File: src/rtl/clock_rate_loader.sv
// rtl/clock_rate_loader.sv - accepts a divider over valid/ready and serialises it onto the clock generator's mode/data config wires
module clock_rate_loader #(
  parameter int WIDTH         = 32,
  parameter int LEAD_CYCLES   = 1,
  parameter int GAP_CYCLES    = 4,
  parameter int MIN_COUNT     = 1,
  parameter int AUTOLOAD      = 1,
  parameter int DEFAULT_COUNT = 6000000
) (
  input  logic             fastClk,
  input  logic             rst,
  input  logic             cfg_valid,
  input  logic [WIDTH-1:0] cfg_count,
  output logic             cfg_ready,
  output logic             clock_change_mode,
  output logic             clock_max_count,
  output logic             busy,
  output logic [WIDTH-1:0] loaded_count,
  output logic             clamp_pulse
);

  localparam logic [1:0] S_IDLE  = 2'd0;
  localparam logic [1:0] S_LEAD  = 2'd1;
  localparam logic [1:0] S_SHIFT = 2'd2;
  localparam logic [1:0] S_GAP   = 2'd3;

  localparam int MAX_A = (WIDTH > LEAD_CYCLES) ? WIDTH : LEAD_CYCLES;
  localparam int MAX_C = (MAX_A > GAP_CYCLES) ? MAX_A : GAP_CYCLES;
  localparam int CW    = $clog2(MAX_C + 1);
  localparam int IW    = (WIDTH > 1) ? $clog2(WIDTH) : 1;

  localparam logic [CW-1:0]    LEAD_LAST  = CW'(LEAD_CYCLES - 1);
  localparam logic [CW-1:0]    WIDTH_LAST = CW'(WIDTH - 1);
  localparam logic [CW-1:0]    GAP_LAST   = CW'(GAP_CYCLES - 1);
  localparam logic [WIDTH-1:0] MIN_C      = WIDTH'(MIN_COUNT);
  localparam logic [WIDTH-1:0] DEF_C      = WIDTH'(DEFAULT_COUNT);
  localparam logic             PRELOAD    = (AUTOLOAD != 0);

  logic [1:0]       state_q, state_d;
  logic [CW-1:0]    cnt_q, cnt_d;
  logic [WIDTH-1:0] frame_q, frame_d;
  logic [WIDTH-1:0] pend_q, pend_d;
  logic             pend_full_q, pend_full_d;
  logic [WIDTH-1:0] loaded_q, loaded_d;
  logic             mode_q, mode_d;
  logic             data_q, data_d;
  logic             busy_q, busy_d;
  logic             clamp_q, clamp_d;
  logic             accept;

  assign cfg_ready         = !rst && !pend_full_q;
  assign accept            = cfg_valid && cfg_ready;
  assign clock_change_mode = mode_q;
  assign clock_max_count   = data_q;
  assign busy              = busy_q;
  assign loaded_count      = loaded_q;
  assign clamp_pulse       = clamp_q;

  always_comb begin
    state_d     = state_q;
    cnt_d       = cnt_q;
    frame_d     = frame_q;
    pend_d      = pend_q;
    pend_full_d = pend_full_q;
    loaded_d    = loaded_q;

    case (state_q)
      S_IDLE: begin
        if (pend_full_q) begin
          frame_d     = pend_q;
          pend_full_d = 1'b0;
          cnt_d       = '0;
          state_d     = (LEAD_CYCLES > 0) ? S_LEAD : S_SHIFT;
        end
      end
      S_LEAD: begin
        if (cnt_q == LEAD_LAST) begin
          state_d = S_SHIFT;
          cnt_d   = '0;
        end else begin
          cnt_d = cnt_q + CW'(1);
        end
      end
      S_SHIFT: begin
        if (cnt_q == WIDTH_LAST) begin
          state_d  = S_GAP;
          cnt_d    = '0;
          loaded_d = frame_q;
        end else begin
          cnt_d = cnt_q + CW'(1);
        end
      end
      S_GAP: begin
        if (cnt_q == GAP_LAST) begin
          state_d = S_IDLE;
          cnt_d   = '0;
        end else begin
          cnt_d = cnt_q + CW'(1);
        end
      end
      default: state_d = S_IDLE;
    endcase

    // accept only happens with pending empty, so it never collides with the IDLE drain
    if (accept) begin
      pend_d      = (cfg_count < MIN_C) ? MIN_C : cfg_count;
      pend_full_d = 1'b1;
    end

    clamp_d = accept && (cfg_count < MIN_C);
    mode_d  = (state_d == S_LEAD) || (state_d == S_SHIFT);
    data_d  = (state_d == S_SHIFT) && frame_d[cnt_d[IW-1:0]];
    busy_d  = (state_d != S_IDLE) || pend_full_d;
  end

  always_ff @(posedge fastClk or posedge rst) begin
    if (rst) begin
      state_q     <= S_IDLE;
      cnt_q       <= '0;
      frame_q     <= '0;
      pend_q      <= PRELOAD ? DEF_C : '0;
      pend_full_q <= PRELOAD;
      loaded_q    <= '0;
      mode_q      <= 1'b0;
      data_q      <= 1'b0;
      busy_q      <= 1'b0;
      clamp_q     <= 1'b0;
    end else begin
      state_q     <= state_d;
      cnt_q       <= cnt_d;
      frame_q     <= frame_d;
      pend_q      <= pend_d;
      pend_full_q <= pend_full_d;
      loaded_q    <= loaded_d;
      mode_q      <= mode_d;
      data_q      <= data_d;
      busy_q      <= busy_d;
      clamp_q     <= clamp_d;
    end
  end

endmodule

File: config.mk
export PLATFORM = sky130hd
export DESIGN_NAME = clock_rate_loader
export DESIGN_NICKNAME = d
export VERILOG_FILES = /design/src/rtl/clock_rate_loader.sv
export SDC_FILE = /design/constraint.sdc
export NUM_CORES = 1
export LEC_CHECK = 0
export ABC_AREA = 1
export BUFFER_PORTS_ARGS = -buffer_cell sky130_fd_sc_hd__buf_2
export CORE_AREA = 2 2 100 102
export DETAILED_ROUTE_END_ITERATION = 8
export DIE_AREA = 0 0 102 104
export HOLD_SLACK_MARGIN = 0.06
export PLACE_DENSITY = 0.75
export REMOVE_ABC_BUFFERS = 1
export SYNTH_ARGS = -nofsm -noshare
export SYNTH_HDL_FRONTEND = slang
export SYNTH_SLANG_ARGS = --single-unit
File: constraint.sdc
create_clock -name fastClk -period 3.3 [get_ports fastClk]
set_input_delay 0.33 -clock fastClk [delete_from_list [all_inputs] [get_ports fastClk]]
set_output_delay 0.33 -clock fastClk [all_outputs]
set_load 0.01 [all_outputs]
==> results of run 1 <==
## through the flow
step / util, % / power [mW] / hold slack (ns)
6_report: 57.3 / 4.91 / 0.132
3_3_place_gp: 55.0 / 3.93 / 0.459
3_5_place_dp: 55.0 / 4.02 / 0.468
5_1_grt: 57.3 / 5.28 / 0.193
2_1_floorplan: - / 3.49 / 0.458
4_1_cts: 57.3 / 4.92 / 0.197
## metal layers
metal	GRT usage (%)	routed length, microns	vias to the layer above
met5	0	0	-
met4	8.57	269	0
met3	3.49	456	25
met2	32.4	4920	118
met1	26.3	4340	1694
li1	-	-	1645
## layout by cell type, fill, tap and decap left out
master      n
o21ai_0    20
nand4_2     1
buf_2      71
xor2_1      1
clkbuf_8   11
o22ai_1     2
bufinv_16   2
o21ai_1     2
nor2_2      2
mux2_2     58
nand2_2     3
dfrtp_1    98
inv_2       3
buf_4       6
nor2_4      4
o211ai_1    1
a21oi_2     1
inv_1      32
nand3_1    60
inv_6       1
o21bai_1    1
nand2_4     2
nor2_1     28
a21oi_1    17
clkinv_4    1
nand3_2     3
inv_4       1
dfstp_2    11
clkbuf_1    2
ha_1        4
nand2_1    64
nand4_1     1
nor4_1      9
## sequential cells by signal, indices dropped and copies added, names as in the netlist
| register | cells |
|---|---|
| pend_q | 32 |
| clock_max_count | 1 |
| frame_q | 32 |
| state_q | 2 |
| loaded_count | 32 |
| pend_full_q | 1 |
| clock_change_mode | 1 |
| clamp_pulse | 1 |
| busy | 1 |
| cnt_q | 6 |
## worst paths after layout
check                                  end             from  slack (ns)  depth (start not counted)
max reg2reg                      pend_q[4]      pend_full_q        0.98                          4
min in group fastClk            pend_q[28]    cfg_count[28]        0.20                          2
max                              pend_q[4]      pend_full_q        0.98                          4
min                             state_q[0]              rst        0.13                          2
max in group asynchronous       pend_q[24]              rst        2.32                          3
min reg2reg                loaded_count[8]  loaded_count[8]        0.48                          2
## kinds of logic after synthesis
logic type | after synthesis
AOI/OAI and AO/OA | 44
xor gates and xnor gates | 1
adders and majority gates | 4
buffers and inverters | 53
DFF | 109
muxes | 58
and+or+nand+nor | 177
## power breakdown
part / leakage (nW) / total, mW / switching (mW) / internal (mW)
Clock: 0.114 / 0.901 / 0.429 / 0.472
Sequential: 1.32 / 2.11 / 0.263 / 1.85
Combinational: 1.28 / 1.90 / 1.16 / 0.738
Total: 2.72 / 4.91 / 1.86 / 3.06
## cell type report
class                   instances  area [sq um]
clock buffers                  13           159
repair buffers                 77           400
inverters                      37           146
multi-input cells             284          1790
flip-flops and latches        109          2740
clock inverters                 3          68.8
fillers                       850          4070
well taps                     133           166
==> flow_summary.json, run 1 <==
{
  "outcome": "complete, no violations",
  "drc": 0,
  "start_util_pct": 50.0,
  "io_buffers": 71,
  "layout.cells.non_filler": 656,
  "path_class": "flip-flop to flip-flop",
  "slew_violations": 0,
  "ys_seq_area_share_pct": 57.4,
  "skew_ns": 0.0145,
  "post-place-ws_ns": 0.977,
  "ant_nets": 0,
  "hold_viol_final": 0,
  "drv_cap": 0,
  "cp.required_ns": 3.55,
  "peakVddDrop_v": 0.000378,
  "routed-via-count": 3482,
  "synth_area_leaders": "dfrtp_1 51%, mux2_2 14%, nand3_1 6.3%, dfstp_2 6.1%, nand2_1 5.0%",
  "wirelength_microns": 9990,
  "synthMuxAreaShare_pct": 13.7,
  "ys.flop_type": "dfrtp_1",
  "crit_path_start_kind": "flip-flop",
  "cts.sinks": 109,
  "ys_ff_latch": 109,
  "tns_ns": 0,
  "setup_viol": 0,
  "drt-vias-per-instance": 5.31,
  "min_period_ns": 2.32,
  "yosysWarnings": 0,
  "period_share_pct": 70.3,
  "io_pins": 72,
  "min_path_type": "primary input to async pin",
  "tightest_slew_ns": 0.923,
  "relSlewSlack_pct": 38.4,
  "clk-insertion-delay-late_ns": 0.37,
  "synth_edf_count": 0,
  "die_w_microns": 102,
  "synth_most_common_cell": "dfrtp_1",
  "fin_area_sq_mm": 0.00548,
  "synth_simple_gate_area_share_pct": 17.8,
  "synth_compound_area_share_pct": 4.85,
  "first_iter_violations": 226,
  "cp.arrival_ns": 2.57,
  "path_buf_inv": 1,
  "synth_cell_type_count": 30,
  "postCtsHoldBufs": 0,
  "cts_buffers": 9,
  "syn_avg_cell_area_sq_um": 10.7,
  "grt_pass1_vias": 3545,
  "rsz0062_at_grt": "no",
  "yosysTopAreaCell": "dfrtp_1",
  "yosys-top-cells-count": "98 x dfrtp_1, 64 x nand2_1, 60 x nand3_1",
  "grt_max_degree": 78,
  "p_per_area_mw_per_mm2": 897,
  "placedInstanceArea_sq_mm": 0.00525,
  "clk_path_buf_depth": 2,
  "post-cts-setup-buffers": 0,
  "cts_tree": "yes",
  "antenna_cells": 0,
  "grt_pass1_wl_microns": 16600,
  "synth-adder-area-share_pct": 1.05,
  "synth.cell_area_sq_mm": 0.00477,
  "fmax_mhz": 431,
  "antenna_found_initial": 0,
  "dp_hpwl_microns": 7160,
  "cp_cell_sequence": "nor2_1, nand2_1, buf_4, mux2_2",
  "cts.htree.levels": 3,
  "coreArea_sq_mm": 0.00955,
  "grtUsageTotal_pct": 20.0,
  "wl_per_cell_microns": 15.2,
  "overflow": 0,
  "cpMaxStageDelayCell": "dfstp_2",
  "cpPeakStageDelay_ns": 0.75,
  "dpl.cell_count": 640,
  "chipHeight_microns": 104,
  "post_cts_resized": 0,
  "gp_congestion": 0.866,
  "dieArea_sq_mm": 0.0106,
  "crit_path_end_kind": "flip-flop",
  "p_leak_nw": 2.72,
  "area_growth_pct": 14.7,
  "synth_top_area_share_pct": 51.4,
  "setup_slack_ns": 0.980,
  "first_pass_iters": 5,
  "row_count": 36,
  "synthCells": 446,
  "synthXorXnorAreaFrac_pct": 0.184,
  "cts.clk_slew.worst_paths_ns": 0.10,
  "synthArstFlopShare_pct": 100,
  "finalNetCount": 557,
  "crit_fanout": 18,
  "cts-root-buf": "clkbuf_8",
  "synth_top_family_by_area": "simple AND/OR/NAND/NOR gates",
  "path_delay_family": "simple AND/OR/NAND/NOR gates",
  "drive_above_1_share_pct": 34.6
}
Note: power is estimated with default switching activity, not from simulation.
==> run 2: changes to the inputs <==
clock period = 1.95 ns   (was 3.3 ns; I/O delays follow)
==> flow_summary.json, run 2 (synthesized netlist as in run 1, its figures left out) <==
{
  "cts-root-buf": "clkbuf_8",
  "crit_path_end_kind": "flip-flop",
  "grt_pass1_vias": 3525,
  "cpPeakStageDelay_ns": 0.42,
  "min_path_type": "primary input to flip-flop",
  "period_share_pct": 98.8,
  "clk-insertion-delay-late_ns": 0.37,
  "outcome": "complete, no violations",
  "drt-vias-per-instance": 5.19,
  "crit_fanout": 4,
  "peakVddDrop_v": 0.000647,
  "ant_nets": 0,
  "drive_above_1_share_pct": 43.7,
  "drv_cap": 0,
  "cts_buffers": 9,
  "finalNetCount": 590,
  "hold_viol_final": 0,
  "area_growth_pct": 26.8,
  "io_pins": 72,
  "dp_hpwl_microns": 7550,
  "cts.clk_slew.worst_paths_ns": 0.10,
  "whs_ns": 0.0727,
  "crit_top_cell": "nand2_1",
  "setup_slack_ns": 0.0242,
  "cts_tree": "yes",
  "cp_cell_sequence": "ha_4, buf_4, nand3_2, nand2_2, nand2_1, nor2_1, nor2_1, a21oi_2, buf_4, nand3_2, nand3_2, nand2_1, nand2_1, nand2_1, nor2_1",
  "r2r_start": "cnt_q[1]",
  "gp_congestion": 0.903,
  "p_per_area_mw_per_mm2": 1540,
  "finalPower_mw": 9.32,
  "row_count": 36,
  "p_leak_nw": 2.96,
  "clk_path_buf_depth": 2,
  "grt_pass1_wl_microns": 17100,
  "min_period_ns": 1.93,
  "cts.sinks": 109,
  "antenna_cells": 0,
  "grt_max_degree": 43,
  "cts.htree.levels": 3,
  "cp.required_ns": 2.26,
  "coreArea_sq_mm": 0.00955,
  "final_cell_mix": "95 x dfrtp_1, 71 x buf_2, 63 x nand2_1",
  "overflow": 0,
  "chipHeight_microns": 104,
  "cpMaxStageDelayCell": "dfrtp_2",
  "fmax_mhz": 519,
  "drc": 0,
  "wirelength_microns": 10500,
  "rsz0062_at_grt": "yes",
  "path_class": "flip-flop to flip-flop",
  "relSlewSlack_pct": 64.1,
  "first_iter_violations": 154,
  "first_pass_iters": 4,
  "cp.arrival_ns": 2.24,
  "tightest_slew_ns": 0.538,
  "dieArea_sq_mm": 0.0106,
  "start_util_pct": 50.0,
  "skew_ns": 0.0117,
  "routed-via-count": 3574,
  "antenna_found_initial": 0,
  "post-place-ws_ns": -0.0659,
  "final_common_cell": "dfrtp_1",
  "io_buffers": 71,
  "slew_violations": 0,
  "crit_path_start": "cnt_q[1]",
  "crit_path_start_kind": "flip-flop",
  "die_w_microns": 102,
  "grtUsageTotal_pct": 20.6,
  "min_from": "cfg_count[9]",
  "wl_per_cell_microns": 15.2,
  "setup_viol": 0
}
run 2: cell count changes in the layout (fill, tap and decap cells not counted), moves of 4 or more:
cell | before | now
buf_12 | 0 | 8
nand3_1 | 60 | 37
nor2_1 | 28 | 24
nand3_2 | 3 | 23
dlygate4sd3_1 | 0 | 11
buf_4 | 6 | 19
run 2: worst max-delay path: cells and delay by family (launching register included):
family | cells | cell delay [ns]
flip-flops | 1 | 0.42
AO/OA/AOI/OAI | 1 | 0.17
buffers and inverters | 2 | 0.26
adder cells (fa/ha/maj) | 1 | 0.16
AND/OR/NAND/NOR | 11 | 0.85
run 2: power by group:
part | internal (mW) | switching, mW
logic | 1.98 | 2.39
clock network | 0.632 | 0.744
registers | 3.13 | 0.442
run 2: final cells by class:
class | count | area, sq um
fill | 782 | 3500
sequential | 109 | 2750
multi-input combinational | 284 | 2000
timing repair buffer | 110 | 793
tap | 133 | 166
inverter | 37 | 146
clock buffer | 11 | 141
clock inverter | 5 | 58.8
run 2: through the flow:
stage	setup TNS (ns)	instances	utilization, %	instance area [sq um]
after detailed placement	-0.0877	655	57.0	5450
after global placement	-0.0661	655	57.0	5450
after CTS	-0.0394	682	60.4	5770
final	0	689	63.4	6050
after global routing	-0.133	689	63.4	6050
after floorplan	-122.99	430	-	4680
run 2: final timing paths:
| path | endpoint | slack, ns | depth (start not counted) |
|---|---|---|---|
| max | clock_max_count | 0.02 | 15 |
| min | pend_q[9] | 0.07 | 2 |
| max reg2reg | clock_max_count | 0.02 | 15 |
| min reg2reg | loaded_count[2] | 0.49 | 2 |
| max in group asynchronous | pend_q[20] | 0.87 | 4 |
| min in group asynchronous | pend_q[3] | 0.45 | 3 |
run 2: what timing repair did:
action	CTS	global route
setup buffers	0	6
endpoints found under the setup margin	2	11
hold buffers	11	0
endpoints found under the hold margin	46	0
cloned	0	1
pin swaps	0	22
resized for setup	2	46
run 2: layer usage:
layer | up-vias | part of all wire (%) | global-route usage (%)
met5 | - | 0 | 0
met4 | 0 | 2.2 | 9.33
met3 | 17 | 3.3 | 3.09
met2 | 79 | 50 | 32.1
met1 | 1755 | 45 | 28.3
li1 | 1723 | - | -
==> run 3: changes to the inputs <==
CORE_AREA = 2 2 124 78   (was 2 2 100 102)
DIE_AREA = 0 0 126 80   (was 0 0 102 104)
PLACE_DENSITY = 0.76   (was 0.75)
clock period = 2.1 ns   (was 1.95 ns; I/O delays follow)
==> flow_summary.json, run 3 (synthesized netlist as in run 1, its figures left out) <==
{
  "outcome": "complete, no violations",
  "grt_pass1_vias": 3429,
  "r2r-end": "clock_max_count",
  "cp.arrival_ns": 2.31,
  "first_pass_iters": 5,
  "rsz0062_at_grt": "yes",
  "num-fill-cells": 696,
  "drv_cap": 0,
  "fin_area_sq_mm": 0.00595,
  "cts_tree": "yes",
  "drt-vias-per-instance": 5.57,
  "grtUsageTotal_pct": 22.6,
  "cpPeakStageDelay_ns": 0.43,
  "min_from": "cfg_count[3]",
  "coreArea_sq_mm": 0.00892,
  "final_common_cell": "dfrtp_1",
  "first_iter_violations": 321,
  "p_per_area_mw_per_mm2": 1560,
  "dieArea_sq_mm": 0.0101,
  "min_path_type": "primary input to flip-flop",
  "layout.cells.non_filler": 659,
  "io_buffers": 71,
  "drc": 0,
  "start_util_pct": 53.5,
  "path_delay_family": "simple AND/OR/NAND/NOR gates",
  "crit_fanout": 5,
  "holdPathStages": 2,
  "overflow": 0,
  "crit_top_cell": "nand2_1",
  "cp_cell_sequence": "inv_2, ha_2, nand3_2, nand2_1, nor2_2, nor2_1, nor2_1, a21oi_2, buf_4, inv_4, nand3_2, nand3_2, nand2_1, nand2_1, nand2_1, nor2_1",
  "peakVddDrop_v": 0.000761,
  "path_class": "flip-flop to flip-flop",
  "dpl.cell_count": 631,
  "antenna_cells": 0,
  "multi_input_area_sq_mm": 0.00192,
  "fmax_mhz": 483,
  "clk_path_buf_depth": 2,
  "routed-via-count": 3673,
  "ant_nets": 0,
  "path_buf_inv": 3,
  "placedInstanceArea_sq_mm": 0.00532,
  "antenna_found_initial": 0,
  "cp.required_ns": 2.34,
  "chipHeight_microns": 80,
  "crit_path_end_kind": "flip-flop",
  "io_pins": 72,
  "wl_per_cell_microns": 17.2,
  "area_growth_pct": 24.7,
  "gp_congestion": 0.932,
  "cts.htree.levels": 3,
  "wirelength_microns": 11300,
  "cts.clk_slew.worst_paths_ns": 0.07,
  "min_to": "pend_q[3]",
  "die_w_microns": 126,
  "grt_max_degree": 110,
  "tightest_slew_ns": 0.586,
  "dp_hpwl_microns": 7480,
  "reg2regPathDepth": 16,
  "row_count": 27,
  "grt_pass1_wl_microns": 17600,
  "min_period_ns": 2.07,
  "rrSetupSlack_ns": 0.03,
  "slew_violations": 0,
  "relSlewSlack_pct": 60.9,
  "cpMaxStageDelayCell": "dfrtp_1",
  "hold_viol_final": 0,
  "clk-insertion-delay-late_ns": 0.35,
  "skew_ns": 0.00444,
  "seq_area_sq_mm": 0.00274,
  "cts-root-buf": "clkbuf_16",
  "cts_buffers": 9,
  "final_cell_mix": "98 x dfrtp_1, 71 x buf_2, 63 x nand2_1",
  "setup_viol": 0,
  "finalNetCount": 577,
  "cts.sinks": 109,
  "period_share_pct": 98.5,
  "crit_path_start_kind": "flip-flop",
  "drive_above_1_share_pct": 42.0,
  "p_leak_nw": 2.94,
  "r2r_start": "cnt_q[0]"
}
[run 3: changes by cell type in the layout (fill, tap and decap cells not counted), sizes merged]
cell / delta
buf: -3
dlygate4sd3: -10
clkinv: -1
bufinv: +2
clkinvlp: -1
[run 3: power breakdown]
group / switching (mW) / total [mW] / internal [mW]
Clock: 0.757 / 1.96 / 1.20
Combinational: 2.26 / 4.00 / 1.74
Sequential: 0.418 / 3.33 / 2.91
[run 3: worst max-delay path by stage]
stage,from,endpoint,slack (ns),cells after the start
after floorplan,rst,busy,-0.97,1
after global placement,cnt_q[0],clock_max_count,0.13,14
after detailed placement,cnt_q[0],clock_max_count,0.03,14
after CTS,cnt_q[0],clock_max_count,0.06,14
after global routing,cnt_q[1],clock_max_count,-0.14,16
final,cnt_q[0],clock_max_count,0.03,16
[run 3: area by class of cell]
cell class	count	share of cell area, %
well taps	116	2.44
repair buffers	97	10.8
inverters	37	2.50
multi-input cells	284	32.3
flip-flops and latches	109	46.1
clock inverters	5	1.79
clock buffers	11	4.08
[run 3: metrics by stage]
stage	hold WS (ns)	power, mW	worst slack [ns]	util (%)	setup TNS, ns
3_3_place_gp	0.406	6.33	0.132	59.7	0
4_1_cts	0.0973	8.57	0.0631	63.9	0
5_1_grt	0.102	9.89	-0.136	66.7	-0.136
6_report	0.109	9.29	0.0305	66.7	0
2_1_floorplan	0.361	5.49	-0.966	-	-100.15
3_5_place_dp	0.416	6.48	0.0335	59.7	0
[run 3: per-layer routing]
metal / global-route usage, % / routed length (microns) / vias up
met5: 0 / 0 / -
met4: 5.60 / 180 / 0
met3: 5.09 / 696 / 23
met2: 36.0 / 5300 / 141
met1: 31.9 / 5140 / 1810
li1: - / - / 1699
[run 3: repair_timing]
action	4_1_cts	5_1_grt
endpoints found under the setup margin	1	2
hold buffers	1	0
setup buffers	1	9
gates cloned	0	1
gates resized for setup	0	31
hold endpoints to repair	98	0
pin swaps	1	27
